**src/rtl/regfile_dump_unit.sv**
```systemverilog
// Walks the register file debug read port and serialises each register as a
// 5-byte frame {addr, data MSB..LSB} on a valid/ready byte stream.
module regfile_dump_unit #(
    parameter int NUM_REGS = 32,
    parameter int ADDR_W   = 5,
    parameter int DATA_W   = 32
) (
    input  logic              clk,
    input  logic              rst,
    input  logic              start,
    input  logic              single,
    input  logic [ADDR_W-1:0] sel_addr,
    output logic              busy,
    output logic              done,
    output logic [ADDR_W-1:0] debug_addr,
    input  logic [DATA_W-1:0] debug_data,
    output logic [7:0]        out_data,
    output logic              out_valid,
    input  logic              out_ready
);

    localparam int NBYTES = DATA_W / 8;
    localparam int IDX_W  = $clog2(NBYTES + 1);
    localparam logic [ADDR_W-1:0] LAST_ADDR = ADDR_W'(NUM_REGS - 1);
    localparam logic [IDX_W-1:0]  LAST_IDX  = IDX_W'(NBYTES);

    typedef enum logic [1:0] {
        S_IDLE,
        S_LATCH,
        S_SEND,
        S_DONE
    } state_t;

    state_t              state_q, state_d;
    logic [ADDR_W-1:0]   addr_q, addr_d;
    logic [DATA_W-1:0]   data_q, data_d;
    logic [IDX_W-1:0]    idx_q, idx_d;
    logic [7:0]          out_data_q, out_data_d;
    logic                out_valid_q, out_valid_d;
    logic                busy_q, busy_d;
    logic                done_q, done_d;
    logic                single_q, single_d;

    always_comb begin
        state_d     = state_q;
        addr_d      = addr_q;
        data_d      = data_q;
        idx_d       = idx_q;
        out_data_d  = out_data_q;
        out_valid_d = out_valid_q;
        busy_d      = busy_q;
        done_d      = 1'b0;
        single_d    = single_q;

        case (state_q)
            S_IDLE: begin
                if (start) begin
                    addr_d   = single ? sel_addr : '0;
                    single_d = single;
                    busy_d   = 1'b1;
                    state_d  = S_LATCH;
                end
            end
            // One cycle after the address changes, so the combinational read has settled.
            S_LATCH: begin
                data_d      = debug_data;
                idx_d       = '0;
                out_data_d  = 8'(addr_q);
                out_valid_d = 1'b1;
                state_d     = S_SEND;
            end
            S_SEND: begin
                if (out_valid_q && out_ready) begin
                    if (idx_q != LAST_IDX) begin
                        // data_q is a shift register: its top byte is always the next to send.
                        out_data_d = data_q[DATA_W-1 -: 8];
                        data_d     = data_q << 8;
                        idx_d      = idx_q + 1'b1;
                    end else begin
                        out_valid_d = 1'b0;
                        idx_d       = '0;
                        if (!single_q && (addr_q < LAST_ADDR)) begin
                            addr_d  = addr_q + 1'b1;
                            state_d = S_LATCH;
                        end else begin
                            busy_d  = 1'b0;
                            done_d  = 1'b1;
                            state_d = S_DONE;
                        end
                    end
                end
            end
            S_DONE: begin
                state_d = S_IDLE;
            end
            default: begin
                state_d = S_IDLE;
            end
        endcase
    end

    always_ff @(posedge clk) begin
        if (rst) begin
            state_q     <= S_IDLE;
            addr_q      <= '0;
            data_q      <= '0;
            idx_q       <= '0;
            out_data_q  <= '0;
            out_valid_q <= 1'b0;
            busy_q      <= 1'b0;
            done_q      <= 1'b0;
            single_q    <= 1'b0;
        end else begin
            state_q     <= state_d;
            addr_q      <= addr_d;
            data_q      <= data_d;
            idx_q       <= idx_d;
            out_data_q  <= out_data_d;
            out_valid_q <= out_valid_d;
            busy_q      <= busy_d;
            done_q      <= done_d;
            single_q    <= single_d;
        end
    end

    assign debug_addr = addr_q;
    assign out_data   = out_data_q;
    assign out_valid  = out_valid_q;
    assign busy       = busy_q;
    assign done       = done_q;

endmodule

```
**config.mk**
```make
export PLATFORM = sky130hd
export DESIGN_NAME = regfile_dump_unit
export DESIGN_NICKNAME = d
export VERILOG_FILES = /design/src/rtl/regfile_dump_unit.sv
export SDC_FILE = /design/constraint.sdc
export NUM_CORES = 1
export LEC_CHECK = 0
export ABC_AREA = 1
export BUFFER_PORTS_ARGS = -buffer_cell sky130_fd_sc_hd__buf_2
export CAP_MARGIN = 25
export CORE_MARGIN = 2
export CORE_UTILIZATION = 42
export CTS_CLUSTER_SIZE = 25
export DETAILED_ROUTE_END_ITERATION = 6
export PLACE_DENSITY = 0.64
export SKIP_CTS_REPAIR_TIMING = 1
export SLEW_MARGIN = 10
export SYNTH_ARGS = -nofsm -noshare
export SYNTH_HDL_FRONTEND = slang
export SYNTH_SLANG_ARGS = --single-unit
```
**constraint.sdc**
```tcl
create_clock -name clk -period 4.3 [get_ports clk]
set_input_delay 0.86 -clock clk [delete_from_list [all_inputs] [get_ports clk]]
set_output_delay 0.86 -clock clk [all_outputs]
set_load 0.02 [all_outputs]
```
== After elaboration in Yosys (flattened, before gate mapping) ==
Index checks and enable logic that the tools add are counted.

* $add $sub $neg: 2
* Multipliers: 0
* Divide/modulo/power cells: 0
* Magnitude comparators: 1
* Eq/ne operators: 10
* Shifts and indexed selects: 0
* Muxes and demuxes: 29
* Bitwise gates (word level): 2
* Reductions and logical operators: 14

{| class="wikitable"
|+ Operator list
! operator !! number
|-
| $mux W32 || 2
|-
| $pmux W32 S2 || 1
|-
| $mux W5 || 5
|-
| $mux W8 || 2
|-
| $pmux W8 S2 || 1
|-
| $ne A2 B2 Y1 const B || 6
|-
| $pmux W5 S2 || 1
|-
| $reduce_and A5 Y1 || 2
|-
| $reduce_and A3 Y1 || 3
|-
| $mux W2 || 4
|-
| $pmux W2 S4 || 1
|-
| $mux W1 || 7
|-
| $mux W3 || 2
|-
| $pmux W3 S2 || 1
|-
| $add A5 B1 Y5 const B || 1
|-
| $lt A5 B5 Y1 const B || 1
|-
| $eq A2 B2 Y1 const B || 2
|-
| $pmux W1 S2 || 2
|-
| $reduce_and A2 Y1 || 2
|-
| $reduce_bool A2 Y1 || 2
|-
| $reduce_or A4 Y1 || 1
|-
| $add A3 B1 Y3 const B || 1
|-
| $ne A3 B3 Y1 const B || 1
|-
| $eq A2 B1 Y1 const B || 1
|-
| other kinds (4) || 6
|}

* Register bits after elaboration: 54
* Bits in latches: 0
* Bits in writable memories: 0
* Bits in read-only memories: 0
* Bits of input ports: 42
* Output and inout port bits: 16
* Logic and storage cells: 67
* Memories kept: 0

== Longest topological paths before layout ==
Gate-level depths: netlist (run 1).

* Depth in word-level cells: 6
* Gate-level depth with buffers: 10
* Depth with buffers taken out: 10

== Worst setup path after synthesis (run 1) ==
Ideal clock, no wire load.

* Kind: input port to flip-flop
* From: input out_ready
* To: register data_q[19]
* Library setup time: 0.116 ns
* Arrival time: 1.658 ns
* Required time: 4.184 ns
* Slack: 2.527 ns
* Cell stages on the path: 9
* Buffers on the path: 2
* Path through: nand2_1 -> nor2_4 -> nand2_1 -> nand2_2 -> inv_2 -> buf_6 -> buf_6 -> nor2_1 -> nor2_1

* Cells in the longest elaborated chain, start to end: 3

{| class="wikitable"
|+ Ends and longest elaborated chain
! what !! line !! RTL
|-
| from (decl) || 19 || <nowiki>input logic out_ready</nowiki>
|-
| $logic_and A1 B1 Y1 || 73 || <nowiki>if (out_valid_q && out_ready) begin</nowiki>
|-
| $ne A2 B2 Y1 (no source line) || - ||
|-
| $reduce_and A3 Y1 (no source line) || - ||
|-
| to (signal assigned) || 116 || <nowiki>data_q <= data_d;</nowiki>
|-
| to (decl) || 36 || <nowiki>logic [DATA_W-1:0] data_q, data_d;</nowiki>
|}

No other way between the ends.
A chain may end at the register's enable or synchronous reset.

== Final worst setup path (run 1) ==
* From: register state_q[1]
* To: register data_q[10]

* Cells in the longest elaborated chain, start to end: 3
* Elaborated cells on any way between the ends: 7
* Those cells by class: 4 x eq/ne; 1 x mux; 2 x reduce/logical

{| class="wikitable"
|+ Ends and longest elaborated chain
! what !! line !! RTL
|-
| from (decl) || 34 || <nowiki>state_t state_q, state_d;</nowiki>
|-
| from (signal assigned) || 114 || <nowiki>state_q <= state_d;</nowiki>
|-
| $eq A2 B2 Y1 / $eq A2 B1 Y1 (equally long branches) || 55 || <nowiki>case (state_q)</nowiki>
|-
| $ne A2 B2 Y1 (no source line) / $reduce_bool A2 Y1 (equally long branches) || - ||
|-
| $reduce_and A3 Y1 (no source line) || - ||
|}

Several ways; a longest one is shown, not always the timed one.

==> summary.md, run 1 <==
| Metric | Value |
|---|---|
| Crit path kind | register to register |
| Unique masters post-synth | 23 |
| R2R Setup Slk | 1.56 ns |
| Vias in the first global route | 2082 |
| Area of the multi-input gates | 1219 um2 |
| Peak VDD IR | 276.1 uV |
| Total Neg Setup Slack | 0 ns |
| Startpoint types | register |
| Wire per inst | 12.09 um |
| Fin worst setup slack | 1.564 ns |
| Layout Nets | 435 |
| Clock Path Buffers | 2 |
| Fraction of layout cells with a size suffix above 1 | 19.23% |
| Core area | 5574 um2 |
| Initial antenna violation count | 0 |
| Clock Latency Late Sink | 0.31 ns |
| DP Area | 2774 um2 |
| Power Total | 1.750 mW |
| ANT cells | 0 |
| Worst slew pin tran | 0.7218 ns |
| Crit path cell chain | nand2_2, nor2_4, nand2_1, nand2_2, inv_2, o21ai_0, a21oi_1 |
| Outcome | finished clean |
| Die Span Y | 80.55 um |
| R2R depth | 7 |
| RD Place Congestion | 0.8021 |
| TritonCTS clock tree | built |
| Io pins | 58 |
| Crit path arrival time | 2.92 ns |
| Gate Count Post-Synth | 343 |
| DIE AREA | 6488 um2 |
| Max incr delay on CP | 0.52 ns |
| Initial drt markers | 133 |
| Routed wire length | 5585 um |
| Max_cap viols | 0 |
| CTS Buf Count | 5 |
| Crit path top cell by count | nand2_2 |
| Vias | 2331 |
| Total grt overflow | 0 |
| Die Wd | 80.55 um |
| Cell area after layout | 2853 um2 |
| Pre-CTS setup slack | 1.579 ns |
| Area grow syn2layout | 15.91% |
| Residual DRC | 0 |
| Pwr/cell area | 613.3 nW/um2 |
| Unrepaired setup endpoints after global routing | false |
| Syn_nets | 388 |
| Yosys warning total | 0 |
| Seq cells post-synth | 54 |
| Slew Limit Fails | 0 |
| Critical path's slowest cell | nand2_2 |
| Largest net degree at the start of global routing | 43 |
| H-Tree Depth | 2 |
| # clock sinks | 54 |
| # port buffers | 57 |
| Post-DP HPWL | 3954 um |
| Sequential cell area | 1081 um2 |
| Final Critical Period | 2.736 ns |
| Gr usage total | 18.66% |
| Clk pin slew, worst setup/hold paths | 0.09 ns |
| First-pass GRT wire length | 9453 um |
| Lkg Pwr | 1.398 nW |
| Critical Path RT | 4.48 ns |
| Routed Antenna Nets | 0 |
| Max_slew headroom | 51.71% |
| CP max FO | 42 |
| Root Buffer | clkbuf_8 |
| Avg Synthesized Cell Area | 7.175 um2 |
| Initial Utilization | 44.15% |
| Hold path depth | 2 |
| Max Freq | 365.5 MHz |
| Final Cycle Share | 63.63% |
| Hold Path Class | register to register |
| Mapped Area | 2461 um2 |
| Number of placement rows | 27 |
| Initial DRT Pass Iterations | 4 |
| Fillers | 593 |
| Number of vias per cell | 5.045 |
| Hold Violations, Final | 0 |
| Crit end category | register |
| Setup Viol. Count Final | 0 |
| Clk_skew | 0.005452 ns |
| Sequential share of the synthesized area | 43.92% |
[final cells by class]
cell class                      count  share of cell area (%)
Tap cell                           72                   3.158
Inverter                           17                   2.237
Sequential cell                    54                   37.89
Clock buffer                        5                   2.412
Clock inverter                      2                  0.3509
Multi-Input combinational cell    253                   42.72
Timing Repair Buffer               59                   11.23
[cells in the final DEF (no fill, tap or decap)]
cell type and instances:
buf_16 1, clkinv_2 2, o211a_1 16, a21oi_1 23
nand2_2 2, ha_1 3, nor4_1 1, buf_2 57
clkbuf_8 5, inv_2 4, nand4_1 2, nor2_4 2
nand3b_1 1, inv_1 13, nand3_1 28, o21ai_1 3
buf_4 1, nor2_1 41, o21ai_0 26, dfxtp_1 54
nand2_1 100, nor2_2 1, a211oi_1 1, and3_1 1
nor3_1 2
[power breakdown]
group / switching, mW / leakage, nW / internal (mW)
registers: 0.100 / 0.442 / 0.660
logic: 0.479 / 0.911 / 0.242
clock network: 0.158 / 0.0438 / 0.110
total: 0.737 / 1.40 / 1.01
[cells in the mapped netlist (all sizes together)]
cell type	count	area (um2)
nor4	1	6.260
clkbuf	8	30.03
o21ai	29	145.1
nand3	28	140.1
buf	11	67.56
dfxtp	54	1081
nand3b	1	7.510
inv	17	63.81
nand4	2	12.51
a21oi	23	115.1
ha	3	37.54
a211oi	1	7.510
nand2	102	387.9
nor3	2	10.01
nor2	44	182.7
and3	1	6.260
o211a	16	160.2
[through the flow]
| stage | util, % | instances | hold slack, ns |
|---|---|---|---|
| finish | 51.18 | 462 | 0.4524 |
| global route | 51.18 | 462 | 0.4813 |
| CTS | 51.18 | 462 | 0.4551 |
| detailed placement | 49.76 | 455 | 0.4413 |
| global placement | 49.27 | 454 | 0.4355 |
| floorplan | - | 343 | 0.4247 |
[worst paths after layout]
kind	startpoint	to
worst max-delay path	state_q[1]	data_q[10]
worst min-delay path	data_q[10]	data_q[10]
worst max register to register	state_q[1]	data_q[10]
worst min register to register	data_q[10]	data_q[10]
[cells by family after synthesis]
| kind of cell | after synthesis | share of synthesized area, % |
|---|---|---|
| adder cells (fa/ha/maj) | 3 | 1.525 |
| AO/OA/AOI/OAI | 69 | 17.39 |
| buffers and inverters | 36 | 6.558 |
| AND/OR/NAND/NOR | 181 | 30.61 |
| flip-flops | 54 | 43.92 |
[critical path: cells and delay by family (launching register included)]
| family | cells | cell delay (ns) |
|---|---|---|
| AND/OR/NAND/NOR | 4 | 1.40 |
| buffers and inverters | 1 | 0.39 |
| flip-flops | 1 | 0.50 |
| AO/OA/AOI/OAI | 2 | 0.31 |
[sequential cells by signal (all words and copies together) (netlist names)]
| register | flops |
|---|---|
| single_q | 1 |
| debug_addr | 5 |
| out_valid | 1 |
| idx_q | 3 |
| busy | 1 |
| state_q | 2 |
| done | 1 |
| data_q | 32 |
| out_data | 8 |
[routing by layer]
layer	wire length, um	vias to the layer above	GRT usage, %	share of wire [%]
li1	-	1218	-	-
met1	2657	1035	25.85	48
met2	2512	73	29.00	45
met3	356	5	3.371	6.4
met4	59	0	6.610	1.1
met5	0	-	0	0
No activity file was read; power rests on OpenSTA's default activity.
==> inputs of run 2 (changes only) <==
--- a/config.mk
+++ b/config.mk
@@ -5,14 +5,14 @@
 export SDC_FILE = /design/constraint.sdc
 export NUM_CORES = 1
 export LEC_CHECK = 0
-export ABC_AREA = 1
+export ABC_AREA = 0
 export BUFFER_PORTS_ARGS = -buffer_cell sky130_fd_sc_hd__buf_2
 export CAP_MARGIN = 25
 export CORE_MARGIN = 2
 export CORE_UTILIZATION = 42
 export CTS_CLUSTER_SIZE = 25
 export DETAILED_ROUTE_END_ITERATION = 6
-export PLACE_DENSITY = 0.64
+export PLACE_DENSITY = 0.66
 export SKIP_CTS_REPAIR_TIMING = 1
 export SLEW_MARGIN = 10
 export SYNTH_ARGS = -nofsm -noshare
==> constraint.sdc (replaced) <==
create_clock -name clk -period 2.4 [get_ports clk]
set_input_delay 0.48 -clock clk [delete_from_list [all_inputs] [get_ports clk]]
set_output_delay 0.48 -clock clk [all_outputs]
set_load 0.02 [all_outputs]
==> run 2 against run 1 <==
Flip-flop and latch count did not move; combinational power fell by 55%; via count fell by 3.0%; non-clock buffer count rose by 5; clock power rose by 110%; critical endpoint is now out_data[4]; largest power group unchanged.
==> summary.md, run 2 <==
| Metric | Value |
|---|---|
| Most frequent cell after synthesis | nand2_1 |
| Commonest non-fill, non-tap cell in the layout | nand2_1 |
| Initial Utilization | 43.95% |
| Vias in the first global route | 1990 |
| # clock sinks | 54 |
| Hold_ws | 0.4046 ns |
| Synth cell count leaders | nand2_1, dfxtp_1, nor2_1 |
| Power Total | 1.916 mW |
| Mapped Area | 2450 um2 |
| Sequential share of the synthesized area | 44.13% |
| Final Critical Period | 1.908 ns |
| Syn_nets | 354 |
| Top reg by flops | data_q |
| Gate Count Post-Synth | 309 |
| Fillers | 561 |
| Layout Nets | 400 |
| Largest register FFs | 32 |
| Hold Path Class | primary input to register |
| # port buffers | 57 |
| CTS Buf Count | 5 |
| Critical Path RT | 2.62 ns |
| Die Span Y | 80.38 um |
| Clk_skew | 0.009600 ns |
| Hold Violations, Final | 0 |
| Number of flops mapped to enable cells by yosys | 0 |
| Wire per inst | 13.38 um |
| Max_slew headroom | 68.95% |
| Avg Synthesized Cell Area | 7.928 um2 |
| Clock Path Buffers | 2 |
| Number of vias per cell | 5.283 |
| Total Neg Setup Slack | 0 ns |
| Initial DRT Pass Iterations | 4 |
| CP max FO | 58 |
| Slew Limit Fails | 0 |
| Residual DRC | 0 |
| Buf/Inv on CP | 1 |
| Clock Latency Late Sink | 0.30 ns |
| Core area | 5574 um2 |
| Initial drt markers | 134 |
| RD Place Congestion | 0.8550 |
| Die Wd | 80.38 um |
| Seq cells post-synth | 54 |
| Cell family with most CP delay | flip-flops |
| Setup Viol. Count Final | 0 |
| First-pass GRT wire length | 9321 um |
| Final Cycle Share | 79.49% |
| Top post-synthesis cells by area | dfxtp_1, nand2_1, a311oi_1, nor2_1, a21oi_1 |
| Unrepaired setup endpoints after global routing | false |
| Max Freq | 524.2 MHz |
| Max_cap viols | 0 |
| ANT cells | 0 |
| Largest net degree at the start of global routing | 59 |
| Io pins | 58 |
| Initial antenna violation count | 0 |
| Crit path kind | register to register |
| Outcome | finished clean |
| Peak VDD IR | 378.1 uV |
| Asr flop ratio synth | 0% |
| Crit path cell chain | nand4b_1, o21ai_4, buf_12, nor2_1, a311oi_1 |
| DIE AREA | 6460 um2 |
| DP Area | 2764 um2 |
| Fin worst setup slack | 0.4922 ns |
| Post-synth top area share | 44.13% |
| Most frequent cells in the layout | nand2_1, buf_2, dfxtp_1 |
| Area leader, netlist | dfxtp_1 |
| Total grt overflow | 0 |
| Root Buffer | clkbuf_8 |
| Unique masters post-synth | 40 |
| Lkg Pwr | 1.119 nW |
| Crit path arrival time | 2.12 ns |
| TritonCTS clock tree | built |
| Routed wire length | 5725 um |
| Clk pin slew, worst setup/hold paths | 0.10 ns |
| Startpoint types | register |
| Yosys warning total | 0 |
| Worst slew pin tran | 0.4651 ns |
| Vias | 2261 |
| Top_reg_cell synth | dfxtp_1 |
| Gr usage total | 18.39% |
| Area grow syn2layout | 17.31% |
| Fraction of layout cells with a size suffix above 1 | 22.47% |
| Post-DP HPWL | 4110 um |
| Number of placement rows | 27 |
| Crit end category | register |
| Critical path's slowest cell | dfxtp_1 |
| Max incr delay on CP | 0.62 ns |
| Cell area after layout | 2874 um2 |
| Pre-CTS setup slack | 0.5602 ns |
| Pwr/cell area | 666.7 nW/um2 |
| Routed Antenna Nets | 0 |
| H-Tree Depth | 2 |
run 2: cell types whose count changed after synthesis, sizes merged, moves of 8 or more:
cell,before,now
inv,17,5
nor2,44,36
nand3,28,17
nand2,102,79
o211a,16,0
o21ai,29,5
a311oi,0,30
run 2: per-stage QoR:
stage,util (%),std cells
final,51.56,428
after global routing,51.56,428
after CTS,51.56,428
after detailed placement,49.58,420
after global placement,49.58,420
after floorplan,-,309
run 2: worst paths after layout:
check / endpoint / depth (start not counted) / from / slack (ns)
worst max-delay path: out_data[4] / 5 / state_q[1] / 0.49
worst min-delay path: data_q[6] / 3 / debug_data[6] / 0.40
worst max register to register: out_data[4] / 5 / state_q[1] / 0.49
worst min register to register: data_q[5] / 2 / data_q[5] / 0.47
run 2: layout make-up:
cell class	instances	area (um2)	share of cell area, %
Inverter	5	18.77	0.6530
Timing Repair Buffer	64	350.3	12.19
Tap cell	72	90.09	3.135
Sequential cell	54	1081	37.61
Clock buffer	8	110.1	3.831
Multi-Input combinational cell	225	1224	42.58
run 2: logic make-up after synthesis:
kind of cell / after synthesis / share of synthesized area [%]
buffers and inverters: 30 / 6.333
xor gates and xnor gates: 1 / 0.3576
adders and majority gates: 3 / 1.532
and+or+nand+nor: 153 / 26.81
DFF: 54 / 44.13
AOI/OAI and AO/OA: 68 / 20.84
run 2: power by group:
part	internal (mW)	total (mW)	switching, mW
clock network	0.292	0.574	0.282
logic	0.133	0.325	0.192
registers	0.964	1.02	0.0527
total	1.39	1.92	0.527
run 2: worst register-to-register path, cell delays in order, from the launching register on:
cell      delay [ns]
dfxtp_1         0.62
nand4b_1        0.35
o21ai_4         0.26
buf_12          0.26
nor2_1          0.07
a311oi_1        0.26
run 2: layer usage:
| metal | track usage [%] | share of wire, % | vias to the layer above |
|---|---|---|---|
| met4 | 5.763 | 1.4 | 0 |
| li1 | - | - | 1180 |
| met5 | 0 | 0 | - |
| met3 | 4.045 | 6.1 | 7 |
| met2 | 29.00 | 45 | 67 |
| met1 | 25.03 | 48 | 1007 |
